**config.mk**
```make
export PLATFORM = sky130hd
export DESIGN_NAME = pwm_ramp_sequencer
export DESIGN_NICKNAME = d
export VERILOG_FILES = /design/src/rtl/pwm_ramp_sequencer.sv
export SDC_FILE = /design/constraint.sdc
export NUM_CORES = 1
export LEC_CHECK = 0
export ABC_AREA = 1
export BUFFER_PORTS_ARGS = -buffer_cell sky130_fd_sc_hd__buf_2
export CORE_UTILIZATION = 55
export CTS_CLUSTER_SIZE = 30
export DETAILED_ROUTE_END_ITERATION = 8
export PLACE_DENSITY_LB_ADDON = 0.2
export RECOVER_POWER = 100
export SKIP_CTS_REPAIR_TIMING = 1
export SLEW_MARGIN = 20
export SYNTH_ARGS = -nofsm -noshare
export SYNTH_HDL_FRONTEND = slang
export SYNTH_SLANG_ARGS = --single-unit
```
**constraint.sdc**
```tcl
create_clock -name CLK -period 3.9 [get_ports CLK]
set_clock_uncertainty 0.15 [all_clocks]
set_input_delay 0.585 -clock CLK [delete_from_list [all_inputs] [get_ports CLK]]
set_output_delay 0.585 -clock CLK [all_outputs]
set_load 0.1 [all_outputs]
```
**src/rtl/pwm_ramp_sequencer.sv**
```systemverilog
// Duty-ramp sequencer for a shared PWM generator: slews the duty toward a clamped target and
// ramps to zero before switching the active device, so the output mux only changes at zero duty.
module pwm_ramp_sequencer #(
   parameter int DUTY_W    = 19,
   parameter int DUTY_MAX  = 500000,
   parameter int DUTY_STEP = 1000,
   parameter int STEP_DIV  = 50000
) (
   input  logic              CLK,
   input  logic              RST,
   input  logic [DUTY_W-1:0] DUTY_TGT,
   input  logic [1:0]        SEL_REQ,
   input  logic              SEL_VALID,
   output logic [DUTY_W-1:0] DUTY_OUT,
   output logic [1:0]        SEL_ACT,
   output logic              BUSY,
   output logic              SWITCH_DONE
);

   localparam int                CNT_W    = $clog2(STEP_DIV);
   localparam logic [CNT_W-1:0]  CNT_LAST = CNT_W'(STEP_DIV - 1);
   localparam logic [DUTY_W-1:0] MAX_D    = DUTY_W'(DUTY_MAX);
   localparam logic [DUTY_W-1:0] STEP_D   = DUTY_W'(DUTY_STEP);

   localparam logic [1:0] RUN       = 2'd0;
   localparam logic [1:0] RAMP_DOWN = 2'd1;
   localparam logic [1:0] SWITCH    = 2'd2;

   logic [1:0]        state;
   logic [1:0]        sel_pend;
   logic [1:0]        hold_req;
   logic              hold_vld;
   logic [CNT_W-1:0]  cnt;
   logic              tick;
   logic [DUTY_W-1:0] tgt;
   logic [DUTY_W-1:0] duty_up;
   logic [DUTY_W-1:0] duty_dn;
   logic              req_vld;
   logic [1:0]        req_sel;

   assign tick        = (cnt == CNT_LAST);
   assign BUSY        = (state != RUN);
   assign SWITCH_DONE = (state == SWITCH);

   // A request caught during SWITCH is replayed in the first RUN cycle; a live strobe there wins.
   assign req_vld = SEL_VALID | hold_vld;
   assign req_sel = SEL_VALID ? SEL_REQ : hold_req;

   always_ff @(posedge CLK or posedge RST) begin
      if (RST)       cnt <= '0;
      else if (tick) cnt <= '0;
      else           cnt <= cnt + 1'b1;
   end

   always_comb begin
      tgt = '0;
      if (SEL_ACT != 2'b00) tgt = (DUTY_TGT > MAX_D) ? MAX_D : DUTY_TGT;
   end

   // Differences are taken in the safe direction only, so neither step can wrap.
   always_comb begin
      duty_up = DUTY_OUT;
      if (tgt > DUTY_OUT)
         duty_up = ((tgt - DUTY_OUT) <= STEP_D) ? tgt : DUTY_OUT + STEP_D;
      else if (tgt < DUTY_OUT)
         duty_up = ((DUTY_OUT - tgt) <= STEP_D) ? tgt : DUTY_OUT - STEP_D;
   end

   assign duty_dn = (DUTY_OUT <= STEP_D) ? '0 : DUTY_OUT - STEP_D;

   always_ff @(posedge CLK or posedge RST) begin
      if (RST) begin
         state    <= RUN;
         DUTY_OUT <= '0;
         SEL_ACT  <= 2'b00;
         sel_pend <= 2'b00;
         hold_req <= 2'b00;
         hold_vld <= 1'b0;
      end else begin
         case (state)
            RUN: begin
               hold_vld <= 1'b0;
               if (tick) DUTY_OUT <= duty_up;
               if (req_vld && (req_sel != SEL_ACT)) begin
                  sel_pend <= req_sel;
                  state    <= RAMP_DOWN;
               end
            end
            RAMP_DOWN: begin
               if (tick)           DUTY_OUT <= duty_dn;
               if (SEL_VALID)      sel_pend <= SEL_REQ;
               if (DUTY_OUT == '0) state    <= SWITCH;
            end
            SWITCH: begin
               DUTY_OUT <= '0;
               SEL_ACT  <= sel_pend;
               state    <= RUN;
               if (SEL_VALID) begin
                  hold_vld <= 1'b1;
                  hold_req <= SEL_REQ;
               end
            end
            default: state <= RUN;
         endcase
      end
   end

endmodule
```
; Word-level counts from Yosys, hierarchy flattened
; Index checks and enable logic that the tools add are counted.
[totals]
regBits = 44
latchBits = 0
ramBits = 0
mem_bits_ro = 0
input_bits = 24
word_cells = 62
memories = 0
[op_classes]
addsub = 5
n_mul = 0
n_div = 0
magnitude_cmp = 6
eq_ne = 11
n_shift = 0
mux = 20
n_bitwise = 1
n_reduce_logical = 12
[op_table]
columns = cell, count
row1 = 2-to-1 mux 19 bit, 9
row2 = <= comparator 19 x 10 -> 1 bit (second input constant), 3
row3 = one-hot mux 19 bit (3 select lines), 1
row4 = subtractor 19 bit, 2
row5 = adder 19 x 10 -> 19 bit (second input constant), 1
row6 = > comparator 19 bit, 1
row7 = > comparator 19 bit (second input constant), 1
row8 = logical NOT 19 bit, 1
row9 = < comparator 19 bit, 1
row10 = subtractor 19 x 10 -> 19 bit (second input constant), 1
row11 = adder 16 x 1 -> 16 bit (second input constant), 1
row12 = equality test 16 bit (second input constant), 1
row13 = 2-to-1 mux 16 bit, 1
row14 = inequality test 2 bit (second input constant), 6
row15 = 2-to-1 mux 2 bit, 5
row16 = one-hot mux 2 bit (2 select lines), 2
row17 = nonzero test 2 bit, 4
row18 = AND reduction 2 bit, 2
row19 = AND reduction 4 bit, 1
row20 = inequality test 3 bit (second input constant), 1
row21 = AND reduction 3 bit, 1
row22 = nonzero test 3 bit, 1
row23 = equality test 2 x 1 -> 1 bit (second input constant), 1
row24 = equality test 2 bit (second input constant), 1
row25 = other kinds (6), 6

; Logic depth before layout (Yosys ltp)
[depth]
word_depth = 10
mapped_depth = 30
depth_no_buf = 30

; Least setup slack after synthesis
; No wires, ideal clock.
[synth_path]
kind = flip-flop to flip-flop
from = register SEL_ACT[0]
to = register DUTY_OUT[8]
arrival_time_ns = 3.784
setup_slack_ns = -0.158
path_stages_with_launch = 25
period_less_slack_ns = 4.058
cell_sequence = dfrtp_1 > nor2_1 > inv_1 > clkbuf_1 > nand2_1 > nor2_1 > ha_1 > buf_4 > nand2_2 > inv_2 > a21oi_1 > nor2_1 > nor2_1 > nand2_1 > nand2_1 > nand2_1 > nor2_1 > nand2_1 > nor2_8 > nand2_4 > buf_4 > nand2_1 > nand3_1 > nand3_1 > a21oi_2
[synth_via]
elab_chain_len = 9
[synth_lines]
columns = item, line_no
row1 = from (decl), 15  ; output logic [1:0] SEL_ACT,
row2 = from (signal assigned), 96  ; SEL_ACT <= sel_pend;
row3 = nonzero test 2 bit *, 57  ; if (SEL_ACT != 2'b00) tgt = (DUTY_TGT > MAX_D) ? MAX_D : DUTY_TGT;
row4 = 2-to-1 mux 19 bit *, 57
row5 = subtractor 19 bit, 66  ; duty_up = ((DUTY_OUT - tgt) <= STEP_D) ? tgt : DUTY_OUT - STEP_D;
row6 = <= comparator 19 x 10 -> 1 bit, 66
row7 = 2-to-1 mux 19 bit, 66
row8 = 2-to-1 mux 19 bit, 65  ; else if (tgt < DUTY_OUT)
row9 = 2-to-1 mux 19 bit, 63  ; if (tgt > DUTY_OUT)
row10 = 2-to-1 mux 19 bit, 83  ; if (tick) DUTY_OUT <= duty_up;
row11 = one-hot mux 19 bit (3 select lines), 80  ; case (state)
row12 = to (signal assigned), 83
row13 = to (signal assigned), 90  ; if (tick) DUTY_OUT <= duty_dn;
row14 = to (decl), 14  ; output logic [DUTY_W-1:0] DUTY_OUT,
; Every way passes the cells marked *; elsewhere a longest branch is shown, timed or not. The select of a mux whose other input is x is not followed.
; A chain may end at the register's enable or synchronous reset.

; Worst setup path in the final report
[layout_path]
from = input DUTY_TGT[17]
to = register DUTY_OUT[9]
[layout_via]
elab_chain_len = 10
[layout_lines]
columns = item, line_no
row1 = from (decl), 11  ; input logic [DUTY_W-1:0] DUTY_TGT,
row2 = > comparator 19 bit, 57
row3 = 2-to-1 mux 19 bit * (2 in series), 57
row4 = subtractor 19 bit, 66
row5 = <= comparator 19 x 10 -> 1 bit, 66
row6 = 2-to-1 mux 19 bit, 66
row7 = 2-to-1 mux 19 bit, 65
row8 = 2-to-1 mux 19 bit, 63
row9 = 2-to-1 mux 19 bit, 83
row10 = one-hot mux 19 bit (3 select lines), 80
; Marks and branches as above.

==> flow_summary.toml <==
[logic_synthesis]
syn_area_per_cell_um2 = 5.782
synthCells = 1088
synth.yosys.warnings = 0
ys_seq_area_share_pct = 17.50
ys_types = 40
netlist_area_um2 = 6291
synth.net_count = 1156
ys_ff_latch = 44

[die]
io-pin-count = 47
start_util_pct = 57.28
dieArea_um2 = 11870
core-area_um2 = 10980
std_cell_rows = 38
dieWidth_um = 109.0
die_h_um = 109.0

[outcome]
status = "finished with violations"
violations = "design-rule violations, max-capacitance violations, max-slew violations, negative setup slack"

[clock_tree]
h-tree-depth = 2
clkLatencyLatePin_ns = 0.30
clk_pin_slew_worst_paths_ns = 0.07
root_buffer = "clkbuf_16"
clock-sinks = 44
numCtsBuffers = 5
cts_tree = "done"
cts_buffer_depth = 2

[grt]
grt_pass1_wl_um = 31830
met1_usage_pct = 43.25
use_met2_pct = 57.46
antenna_found_initial = 0
grt_use_total_pct = 34.33
grt_pass1_vias = 6967
gr-usage-met3_pct = 3.825
overflow = 0
grt_max_degree = 45
busiest_layer = "met2"

[detailed_routing]
ant_nets = 0
drtPass1Iterations = 9
routedWlPerCell_um = 18.55
drc_errors = 1
detail_route.wirelength_um = 25680
via_count = 8430
avgViaCountPerCell = 6.091
drtIter0Drc = 1022

[setup_path]
crit_path_top_delay_cell = "nor2_8"
worstSetupPathType = "in2reg"
cp-start-kind = "input port"
path_max_fanout = 8
cpPeakStageDelay_ns = 0.28
worst_path_most_repeated_cell = "nand2_1"
crit_path_end_kind = "flip-flop"
arrival_ns = 4.39
worstPathRequired_ns = 3.96

[cells_and_area]
antennaDiodeCount = 0
final.fill_count = 646
drive_gt1_share_pct = 36.50
fin_area_um2 = 8985
layoutNonFillerInstCount = 1384
area_growth_syn_to_layout_pct = 42.82
nNetsFinal = 1311

[timing]
setup_viol = 19
rsz0062_at_grt = "true"
maxSlewViolCount = 45
relSlewSlack_pct = -11.73
fmax_ghz = 0.2309
period_minus_slack_ns = 4.331
worst-slew-pin-transition_ns = 1.674
whs_ns = 0.3091
hold_viol = 0
setup_ws_ns = -0.4311
fin_crit_sh_pct = 111.1

[place]
port_buffers = 46
dp.final_hpwl_um = 15700
postPlaceCellArea_um2 = 7335
place_ws_ns = -0.6285
globalplace.congestion = 1.042
placed_cells = 1353

[flow_run]
maxCapViolCount = 1

[min_path]
hold_path_class = "reg2reg"
-- per-layer routing --
metal  up-vias  wire [um]
met3       206       2880
met4         0       1982
met5         -          0
met2       682      11690
met1      3779       9122
li1       3763          -
-- layout make-up --
type / count / area, um2 / area share (%)
clock inverter: 2 / 38.79 / 0.4317
clock buffer: 6 / 138.9 / 1.546
tap: 140 / 175.2 / 1.950
timing repair buffer: 171 / 1323 / 14.72
sequential: 44 / 1104 / 12.28
multi-input combinational: 834 / 5477 / 60.95
inverter: 187 / 729.5 / 8.119
-- worst max-delay path, delay by kind of cell --
kind	cells	cell delay, ns
AOI/OAI and AO/OA	4	0.71
and+or+nand+nor	15	1.83
buffers and inverters	9	1.05
adders and majority gates	1	0.20
-- logic make-up (layout without fill, tap and decap cells) --
| kind of cell | Yosys count | count (layout) | synth area share [%] |
|---|---|---|---|
| AO/OA/AOI/OAI | 114 | 114 | 9.487 |
| XOR/XNOR | 29 | 29 | 4.037 |
| adder cells (fa/ha/maj) | 44 | 44 | 8.751 |
| buffers and inverters | 211 | 366 | 13.94 |
| flip-flops | 44 | 44 | 17.50 |
| multiplexers | 1 | 1 | 0.1591 |
| AND/OR/NAND/NOR | 645 | 646 | 46.12 |
-- cells in the mapped netlist --
cell type / count / area, um2
mux2i_1: 1 / 10.01
nand2_4: 6 / 67.56
o211ai_1: 2 / 15.01
clkbuf_1: 5 / 18.77
o211a_1: 1 / 10.01
clkinv_1: 1 / 3.750
or2_2: 4 / 25.02
dfrtp_1: 44 / 1101
nor3_4: 1 / 16.27
nand3b_1: 1 / 7.510
and2_1: 2 / 12.51
nor3_1: 11 / 55.05
nor3_2: 4 / 40.04
nand3_2: 1 / 10.01
nor2_4: 4 / 45.04
o21ai_0: 28 / 140.1
buf_4: 7 / 52.55
nor3b_1: 1 / 7.510
o21a_1: 1 / 7.510
nor2_1: 95 / 356.6
o21ai_1: 3 / 15.01
a21oi_2: 2 / 17.52
buf_6: 7 / 78.83
nor2_2: 7 / 43.79
a21oi_1: 75 / 375.4
or2_1: 1 / 6.260
inv_2: 18 / 67.56
o21bai_1: 1 / 7.510
nor4_1: 10 / 62.56
nand4_1: 19 / 118.9
ha_1: 44 / 550.5
nand2_2: 8 / 50.05
xor2_1: 28 / 245.2
nand2_1: 324 / 1216
nand3_1: 144 / 720.7
buf_2: 5 / 25.02
o221ai_1: 1 / 8.760
nor2_8: 2 / 40.04
xnor2_1: 1 / 8.760
inv_1: 168 / 630.6
-- cell usage in the layout, fill, tap and decap left out, types with 16 or more instances in the layout --
cell and count:
nand2_1 251, inv_1 149, buf_4 98, nand3_1 85, nor2_1 81, nand2_2 62
nand3_2 56, a21oi_1 48, dfrtp_1 42, buf_2 42, inv_2 30, xor2_1 28
o21ai_0 27, ha_1 24, nand2_4 22, a21oi_2 20, buf_6 20, nand4_1 19
nor2_4 16
-- through the flow --
stage               util [%]  TNS, ns
finish                 81.81   -6.525
CTS                    68.40   -5.516
global placement       66.78   -10.05
global route           81.81   -8.861
floorplan                  -        0
detailed placement     66.78   -10.98
-- state kept, by name, indices dropped and copies added (netlist names) --
register and cells:
DUTY_OUT 19, cnt 16, SEL_ACT 2, hold_req 2, sel_pend 2, state 2
hold_vld 1
-- final timing paths --
path | start | endpoint | slack, ns | cells past startpoint
setup / recovery | DUTY_TGT[17] | DUTY_OUT[9]$_DFFE_PP0P_ | -0.43 | 29
hold / removal | cnt[0]$_DFF_PP0_ | cnt[0]$_DFF_PP0_ | 0.31 | 1
setup reg to reg | SEL_ACT[0]$_DFFE_PP0P_ | DUTY_OUT[9]$_DFFE_PP0P_ | -0.09 | 23
hold reg to reg | cnt[0]$_DFF_PP0_ | cnt[0]$_DFF_PP0_ | 0.31 | 1
max in group asynchronous | RST | SEL_ACT[0]$_DFFE_PP0P_ | 1.85 | 2
min in group asynchronous | RST | DUTY_OUT[13]$_DFFE_PP0P_ | 0.65 | 2
Power is not shown: default switching activity piles up to over one toggle a cycle in this logic, so the estimate is an artifact.
